--- src/rtl/dma_pkg.sv ---
// Shared types and limits for the ROM-to-RAM copy sequencer.
// Latency: n/a (types and constants only).
// Backpressure: n/a.
package dma_pkg;

  // Controller states: idle, issuing ROM reads, waiting for in-flight data, completion pulse
  typedef enum logic [1:0] {
    IDLE   = 2'd0,
    READ   = 2'd1,
    DRAIN  = 2'd2,
    FINISH = 2'd3
  } dma_state_t;

  // Deepest ROM read latency the tracking pipeline is built for
  localparam int ROM_LATENCY_MAX = 4;

endpackage

--- src/rtl/dma_rd_pipe.sv ---
// Tracks outstanding ROM reads as (valid, destination address) pairs.
// Latency: STAGES cycles from push to pop; one entry per cycle.
// Backpressure: none; flush discards every entry at the next edge.
module dma_rd_pipe #(
  parameter int STAGES = 1,
  parameter int AW     = 3
) (
  input  logic          clk,
  input  logic          reset,
  input  logic          i_flush,
  input  logic          i_push_vld,
  input  logic [AW-1:0] i_push_addr,
  output logic          o_pop_vld,
  output logic [AW-1:0] o_pop_addr,
  output logic          o_inflight
);

  logic [STAGES-1:0]         r_vld;
  logic [STAGES-1:0][AW-1:0] r_addr;

  // Address stages carry zero when empty so the pop address is quiet between writes
  logic [AW-1:0] w_push_addr;
  assign w_push_addr = i_push_vld ? i_push_addr : '0;

  if (STAGES == 1) begin : g_single
    // Single stage: entry lands directly in the output slot
    always_ff @(posedge clk) begin
      if (reset || i_flush) begin
        r_vld  <= '0;
        r_addr <= '0;
      end else begin
        r_vld  <= i_push_vld;
        r_addr <= w_push_addr;
      end
    end
    // Nothing can be behind the output slot
    assign o_inflight = 1'b0;
  end else begin : g_multi
    // Shift toward the output slot (highest index) every cycle
    always_ff @(posedge clk) begin
      if (reset || i_flush) begin
        r_vld  <= '0;
        r_addr <= '0;
      end else begin
        r_vld  <= {r_vld[STAGES-2:0], i_push_vld};
        r_addr <= {r_addr[STAGES-2:0], w_push_addr};
      end
    end
    // Entries still upstream of the output slot
    assign o_inflight = |r_vld[STAGES-2:0];
  end

  assign o_pop_vld  = r_vld[STAGES-1];
  assign o_pop_addr = r_addr[STAGES-1];

endmodule

--- src/rtl/dma_copy_ctrl.sv ---
// Copies a block of words from a synchronous ROM read port to a RAM write port.
// Latency: first read one cycle after start, first write ROM_LATENCY later, done after the last write.
// Backpressure: none; one command at a time, start ignored unless idle, abort stops the copy.
module dma_copy_ctrl
  import dma_pkg::*;
#(
  parameter  int DATA_WIDTH  = 8,
  parameter  int DEPTH       = 8,
  parameter  int ROM_LATENCY = 1,
  localparam int ADDR_WIDTH  = $clog2(DEPTH)
) (
  input  logic                  clk,
  input  logic                  reset,
  input  logic                  start,
  input  logic [ADDR_WIDTH-1:0] src_addr,
  input  logic [ADDR_WIDTH-1:0] dst_addr,
  input  logic [ADDR_WIDTH:0]   length,
  input  logic                  abort,
  output logic                  busy,
  output logic                  done,
  output logic                  error,
  output logic                  rom_rd_en,
  output logic [ADDR_WIDTH-1:0] rom_rd_addr,
  input  logic [DATA_WIDTH-1:0] rom_rd_data,
  output logic                  ram_wr_en,
  output logic [ADDR_WIDTH-1:0] ram_wr_addr,
  output logic [DATA_WIDTH-1:0] ram_wr_data
);

  // Keep the tracking pipe inside the supported latency range
  localparam int LP_LAT = (ROM_LATENCY < 1) ? 1 :
                          (ROM_LATENCY > ROM_LATENCY_MAX) ? ROM_LATENCY_MAX : ROM_LATENCY;
  localparam logic [ADDR_WIDTH+1:0] LP_DEPTH = (ADDR_WIDTH+2)'(DEPTH);
  localparam logic [ADDR_WIDTH:0]   LP_ONE   = {{ADDR_WIDTH{1'b0}}, 1'b1};

  dma_state_t r_state;
  dma_state_t w_next;

  logic [ADDR_WIDTH-1:0] r_src;
  logic [ADDR_WIDTH-1:0] r_dst;
  logic [ADDR_WIDTH:0]   r_len;
  logic [ADDR_WIDTH:0]   r_cnt;
  logic                  r_err;

  logic [ADDR_WIDTH+1:0] w_src_end;
  logic [ADDR_WIDTH+1:0] w_dst_end;
  logic                  w_zero;
  logic                  w_fault;
  logic                  w_last;
  logic                  w_rd_en;
  logic                  w_flush;
  logic [ADDR_WIDTH-1:0] w_rd_addr;
  logic [ADDR_WIDTH-1:0] w_push_addr;
  logic                  w_pop_vld;
  logic [ADDR_WIDTH-1:0] w_pop_addr;
  logic                  w_inflight;

  // End addresses are computed two bits wider so src+length cannot wrap
  assign w_src_end   = {2'b00, src_addr} + {1'b0, length};
  assign w_dst_end   = {2'b00, dst_addr} + {1'b0, length};
  assign w_zero      = (length == '0);
  assign w_fault     = (w_src_end > LP_DEPTH) || (w_dst_end > LP_DEPTH);
  assign w_last      = ((r_cnt + LP_ONE) == r_len);
  assign w_rd_addr   = r_src + r_cnt[ADDR_WIDTH-1:0];
  assign w_push_addr = r_dst + r_cnt[ADDR_WIDTH-1:0];

  // State register
  always_ff @(posedge clk) begin
    if (reset) begin
      r_state <= IDLE;
    end else begin
      r_state <= w_next;
    end
  end

  // Next-state: zero length and range faults skip straight to the completion pulse
  always_comb begin
    w_next = r_state;
    case (r_state)
      IDLE: begin
        if (start) begin
          w_next = (w_zero || w_fault) ? FINISH : READ;
        end
      end
      READ: begin
        if (abort) begin
          w_next = FINISH;
        end else if (w_last) begin
          w_next = DRAIN;
        end
      end
      DRAIN: begin
        if (abort || !w_inflight) begin
          w_next = FINISH;
        end
      end
      default: begin
        w_next = IDLE;
      end
    endcase
  end

  // Command latch, read index and error flag; a start while busy leaves the command untouched
  always_ff @(posedge clk) begin
    if (reset) begin
      r_src <= '0;
      r_dst <= '0;
      r_len <= '0;
      r_cnt <= '0;
      r_err <= 1'b0;
    end else begin
      case (r_state)
        IDLE: begin
          if (start) begin
            r_src <= src_addr;
            r_dst <= dst_addr;
            r_len <= length;
            r_cnt <= '0;
            r_err <= w_fault && !w_zero;
          end
        end
        READ: begin
          r_cnt <= r_cnt + LP_ONE;
          if (abort) begin
            r_err <= 1'b1;
          end
        end
        DRAIN: begin
          if (abort) begin
            r_err <= 1'b1;
          end
        end
        default: begin
        end
      endcase
    end
  end

  // Outputs decoded from state; abort flushes the pipe so nothing is written after it
  always_comb begin
    w_rd_en = 1'b0;
    w_flush = 1'b0;
    busy    = 1'b0;
    done    = 1'b0;
    error   = 1'b0;
    case (r_state)
      READ: begin
        w_rd_en = 1'b1;
        w_flush = abort;
        busy    = 1'b1;
      end
      DRAIN: begin
        w_flush = abort;
        busy    = 1'b1;
      end
      FINISH: begin
        done  = 1'b1;
        error = r_err;
      end
      default: begin
      end
    endcase
  end

  assign rom_rd_en   = w_rd_en;
  assign rom_rd_addr = w_rd_en ? w_rd_addr : '0;
  assign ram_wr_en   = w_pop_vld;
  assign ram_wr_addr = w_pop_vld ? w_pop_addr : '0;
  assign ram_wr_data = rom_rd_data;

  dma_rd_pipe #(
    .STAGES (LP_LAT),
    .AW     (ADDR_WIDTH)
  ) u_rd_pipe (
    .clk         (clk),
    .reset       (reset),
    .i_flush     (w_flush),
    .i_push_vld  (w_rd_en),
    .i_push_addr (w_push_addr),
    .o_pop_vld   (w_pop_vld),
    .o_pop_addr  (w_pop_addr),
    .o_inflight  (w_inflight)
  );

endmodule

--- config.mk ---
export PLATFORM = sky130hd
export DESIGN_NAME = dma_copy_ctrl
export DESIGN_NICKNAME = d
export VERILOG_FILES = /design/src/rtl/dma_pkg.sv /design/src/rtl/dma_rd_pipe.sv /design/src/rtl/dma_copy_ctrl.sv
export SDC_FILE = /design/constraint.sdc
export NUM_CORES = 1
export LEC_CHECK = 0
export ABC_AREA = 1
export BUFFER_PORTS_ARGS = -buffer_cell sky130_fd_sc_hd__buf_2
export CAP_MARGIN = 20
export CORE_ASPECT_RATIO = 1.1
export CORE_MARGIN = 2
export CORE_UTILIZATION = 30
export DETAILED_ROUTE_END_ITERATION = 12
export PLACE_DENSITY = 0.54
export SLEW_MARGIN = 30
export SYNTH_ARGS = -nofsm -noshare
export SYNTH_HDL_FRONTEND = slang
export SYNTH_HIERARCHICAL = 1
export SYNTH_SLANG_ARGS = --single-unit
--- constraint.sdc ---
create_clock -name clk -period 3.22 [get_ports clk]
set_input_delay 0.322 -clock clk [delete_from_list [all_inputs] [get_ports clk]]
set_output_delay 0.322 -clock clk [all_outputs]
set_load 0.05 [all_outputs]
==> impl_metrics.env <==
export IMPL_firstDrtPassIters=4
export IMPL_via_count=1285
export IMPL_core_area_mm2=0.004932
export IMPL_rsz0062_at_grt="no"
export IMPL_worstPathArrival_ps=1740
export IMPL_io_buffers=24
export IMPL_endpoint_kind="output pin"
export IMPL_ir_drop_uv=208.9
export IMPL_clockBufferDepth=2
export IMPL_vias_per_cell=4.371
export IMPL_grt_pass1_wl_um=5347
export IMPL_power_switching_mw=0.4830
export IMPL_gp_congestion=0.7557
export IMPL_io_pins=41
export IMPL_yosysTopAreaCell="dfxtp_1"
export IMPL_slowest_stage="fa_1"
export IMPL_num_antenna_cells=0
export IMPL_min_from="reset"
export IMPL_r2r_cells=7
export IMPL_final_core_util_pct=33.76
export IMPL_cts_sinks=21
export IMPL_drive_gt1_share_pct=16.53
export IMPL_synth_seq_cells=21
export IMPL_clkPwrFrac_pct=16.9
export IMPL_drt_iter0_markers=42
export IMPL_synthDominantCellAreaShare_pct=27.84
export IMPL_dpl_hpwl_um=2568
export IMPL_grt_start_max_net_pins=14
export IMPL_finalCritPeriodShare_pct=64.07
export IMPL_fin_crit_ps=2063
export IMPL_areaGrowthSynthToFinish_pct=10.27
export IMPL_crit_fanout=8
export IMPL_synth_most_common_cell="nand2_1"
export IMPL_cts_setup_buffers=0
export IMPL_leakage_nw=0.8976
export IMPL_clkLatencyLatePin_ps=260
export IMPL_hold_path_depth=2
export IMPL_slowest_delay_ps=470
export IMPL_setup_worst_path_class="reg -> out"
export IMPL_cts_inserted_buffers=3
export IMPL_fin_nets=276
export IMPL_track_usage_pct=11.89
export IMPL_async_flop_share_pct=0
export IMPL_r2r_end="r_cnt[2]$_SDFFE_PP0P_"
export IMPL_hold_path_end="r_state[0]$_SDFFE_PP0P_"
export IMPL_status="completed"
export IMPL_htreeDepth=1
export IMPL_tns_ps=0
export IMPL_ctsResizeCount=0
export IMPL_ys_types=24
export IMPL_ys_seq_area_share_pct=27.84
export IMPL_p_comb_share_pct=48.2
export IMPL_syn_area_mm2=0.001510
export IMPL_fp_dieH_um=78.42
export IMPL_grt_pass1_vias=1203
export IMPL_drcViolationCount=0
export IMPL_fp_row_count=27
export IMPL_whs_ps=333.3
export IMPL_ctsHoldBuffers=0
export IMPL_min_delay_path_class="in -> reg"
export IMPL_path_clk_slew_ps=80
export IMPL_hold_viol_final=0
export IMPL_root_buffer="clkbuf_8"
export IMPL_fmax_mhz=484.7
export IMPL_synth_area_top_cells="dfxtp_1 28%, ha_1 11%, nand2_1 11%"
export IMPL_post_place_ws_ps=1212
export IMPL_cts_tree="done"
export IMPL_rr_startpoint="r_state[0]$_SDFFE_PP0P_"
export IMPL_postRouteWirelength_um=3079
export IMPL_wire_per_inst_um=10.47
export IMPL_syn_area_per_cell_um2=6.865
export IMPL_cap_violations=0
export IMPL_power_internal_mw=0.5699
export IMPL_ant_nets=0
export IMPL_pwr_density_cell_mw_per_mm2=632.2
export IMPL_crit_chain="ha_1 > fa_1 > nand2_1 > inv_1 > buf_2"
export IMPL_ys_flop_type="dfxtp_1"
export IMPL_r2r_slack_ps=1450
export IMPL_synth_fp_nets=259
export IMPL_switching_share_pct=45.87
export IMPL_die_width_um=71.65
export IMPL_die_area_mm2=0.005618
export IMPL_cp_data_required_time_ps=2900
export IMPL_final_setup_skew_ps=5.711
export IMPL_crit_path_start_kind="flop"
export IMPL_layout_setup_ws_ps=1157
export IMPL_ys_warn_count=6
export IMPL_final_setup_viol_count=0
export IMPL_netlist_instances=220
export IMPL_initial_core_util_pct=30.62
export IMPL_grt_overflow=0
export IMPL_drv_slew=0
export IMPL_synth_edf_count=0
export IMPL_synthTopCellsByCount="43 x nand2_1, 40 x inv_1, 22 x nor2_1"
export IMPL_antenna_found_initial=0
export IMPL_p_seq_share_pct=34.9
-- power groups by stage --
stage / registers, mW / clock network (mW) / logic, mW
after global placement: 0.374 / 0 / 0.513
after floorplan: 0.373 / 0 / 0.428
after global routing: 0.377 / 0.197 / 0.583
final: 0.368 / 0.178 / 0.507
after CTS: 0.369 / 0.183 / 0.514
after detailed placement: 0.375 / 0 / 0.512
-- critical path, delay by kind of cell, from the launching register on --
kind | cells | cell delay [ps]
buffers and inverters | 2 | 310
adder cells (fa/ha/maj) | 2 | 710
AND/OR/NAND/NOR | 1 | 50
flip-flops | 1 | 410
-- sequential cells by signal, summed over array words and instances, names as in the netlist --
register and flops:
r_err 1, r_src 3, r_dst 3, r_cnt 4
r_state 2, u_rd_pipe/o_pop_vld 1, u_rd_pipe/o_pop_addr 3, r_len 4
-- worst max path at each step --
stage	from	to	slack, ps	cells past startpoint
3_3_place_gp	length[0]	r_state[1]$_SDFFE_PP0P_	1250	13
3_5_place_dp	length[0]	r_state[1]$_SDFFE_PP0P_	1210	13
2_1_floorplan	r_state[1]$_SDFFE_PP0P_	rom_rd_addr[2]	1000	4
4_1_cts	r_cnt[0]$_SDFFE_PP0P_	rom_rd_addr[2]	1140	5
6_report	r_cnt[0]$_SDFFE_PP0P_	rom_rd_addr[1]	1160	5
5_1_grt	r_cnt[0]$_SDFFE_PP0P_	rom_rd_addr[2]	1040	5
-- cells by family (layout without fill, tap and decap cells) --
logic type                 Yosys count  after routing  share of synthesized area [%]
AOI/OAI and AO/OA                   34             34                          11.85
xor gates and xnor gates             5              5                          2.900
adders and majority gates           17             17                          16.07
buffers and inverters               55             71                          16.40
DFF                                 21             21                          27.84
other                                1              1                         0.2483
and+or+nand+nor                     87             87                          24.69
-- through the flow --
| stage | instance area [µm²] | power (mW) | std cells |
|---|---|---|---|
| after global placement | 1617 | 0.8874 | 290 |
| after detailed placement | 1617 | 0.8874 | 290 |
| after floorplan | 1510 | 0.8002 | 220 |
| final | 1665 | 1.053 | 294 |
| after global routing | 1665 | 1.157 | 294 |
| after CTS | 1665 | 1.066 | 294 |
-- layout by cell type (no fill, tap or decap) --
cell type   Yosys  routed
a21oi_1        17      17
a31o_2          1       1
a31oi_1         1       1
buf_2           0      24
clkbuf_8        0       3
clkinvlp_4      0       1
conb_1          1       1
dfxtp_1        21      21
fa_1            4       4
ha_1           13      13
inv_1          40      40
inv_2           3       3
nand2_1        43      43
nand2_2         3       3
nand3_1        14      14
nand3_2         1       1
nand4_1         2       2
nor2_1         22      22
nor2_2          1       1
nor2_4          1       1
o21ai_0        14      14
o21ai_2         1       1
xnor2_1         1       1
xor2_1          4       4
-- layer usage --
layer / track usage [%] / wire length [µm]
met5: 0 / 0
met2: 20.65 / 1531
met3: 2.182 / 59
met1: 14.77 / 1457
met4: 3.585 / 30
-- cell type report --
cell class | count | area [µm²]
clock buffers | 3 | 41.29
clock inverters | 1 | 7.507
fillers | 541 | 3267
inverters | 43 | 161.4
multi-input cells | 144 | 842.1
flip-flops and latches | 21 | 420.4
well taps | 58 | 72.57
repair buffers | 24 | 120.1
(Power assumes the default switching activity.)
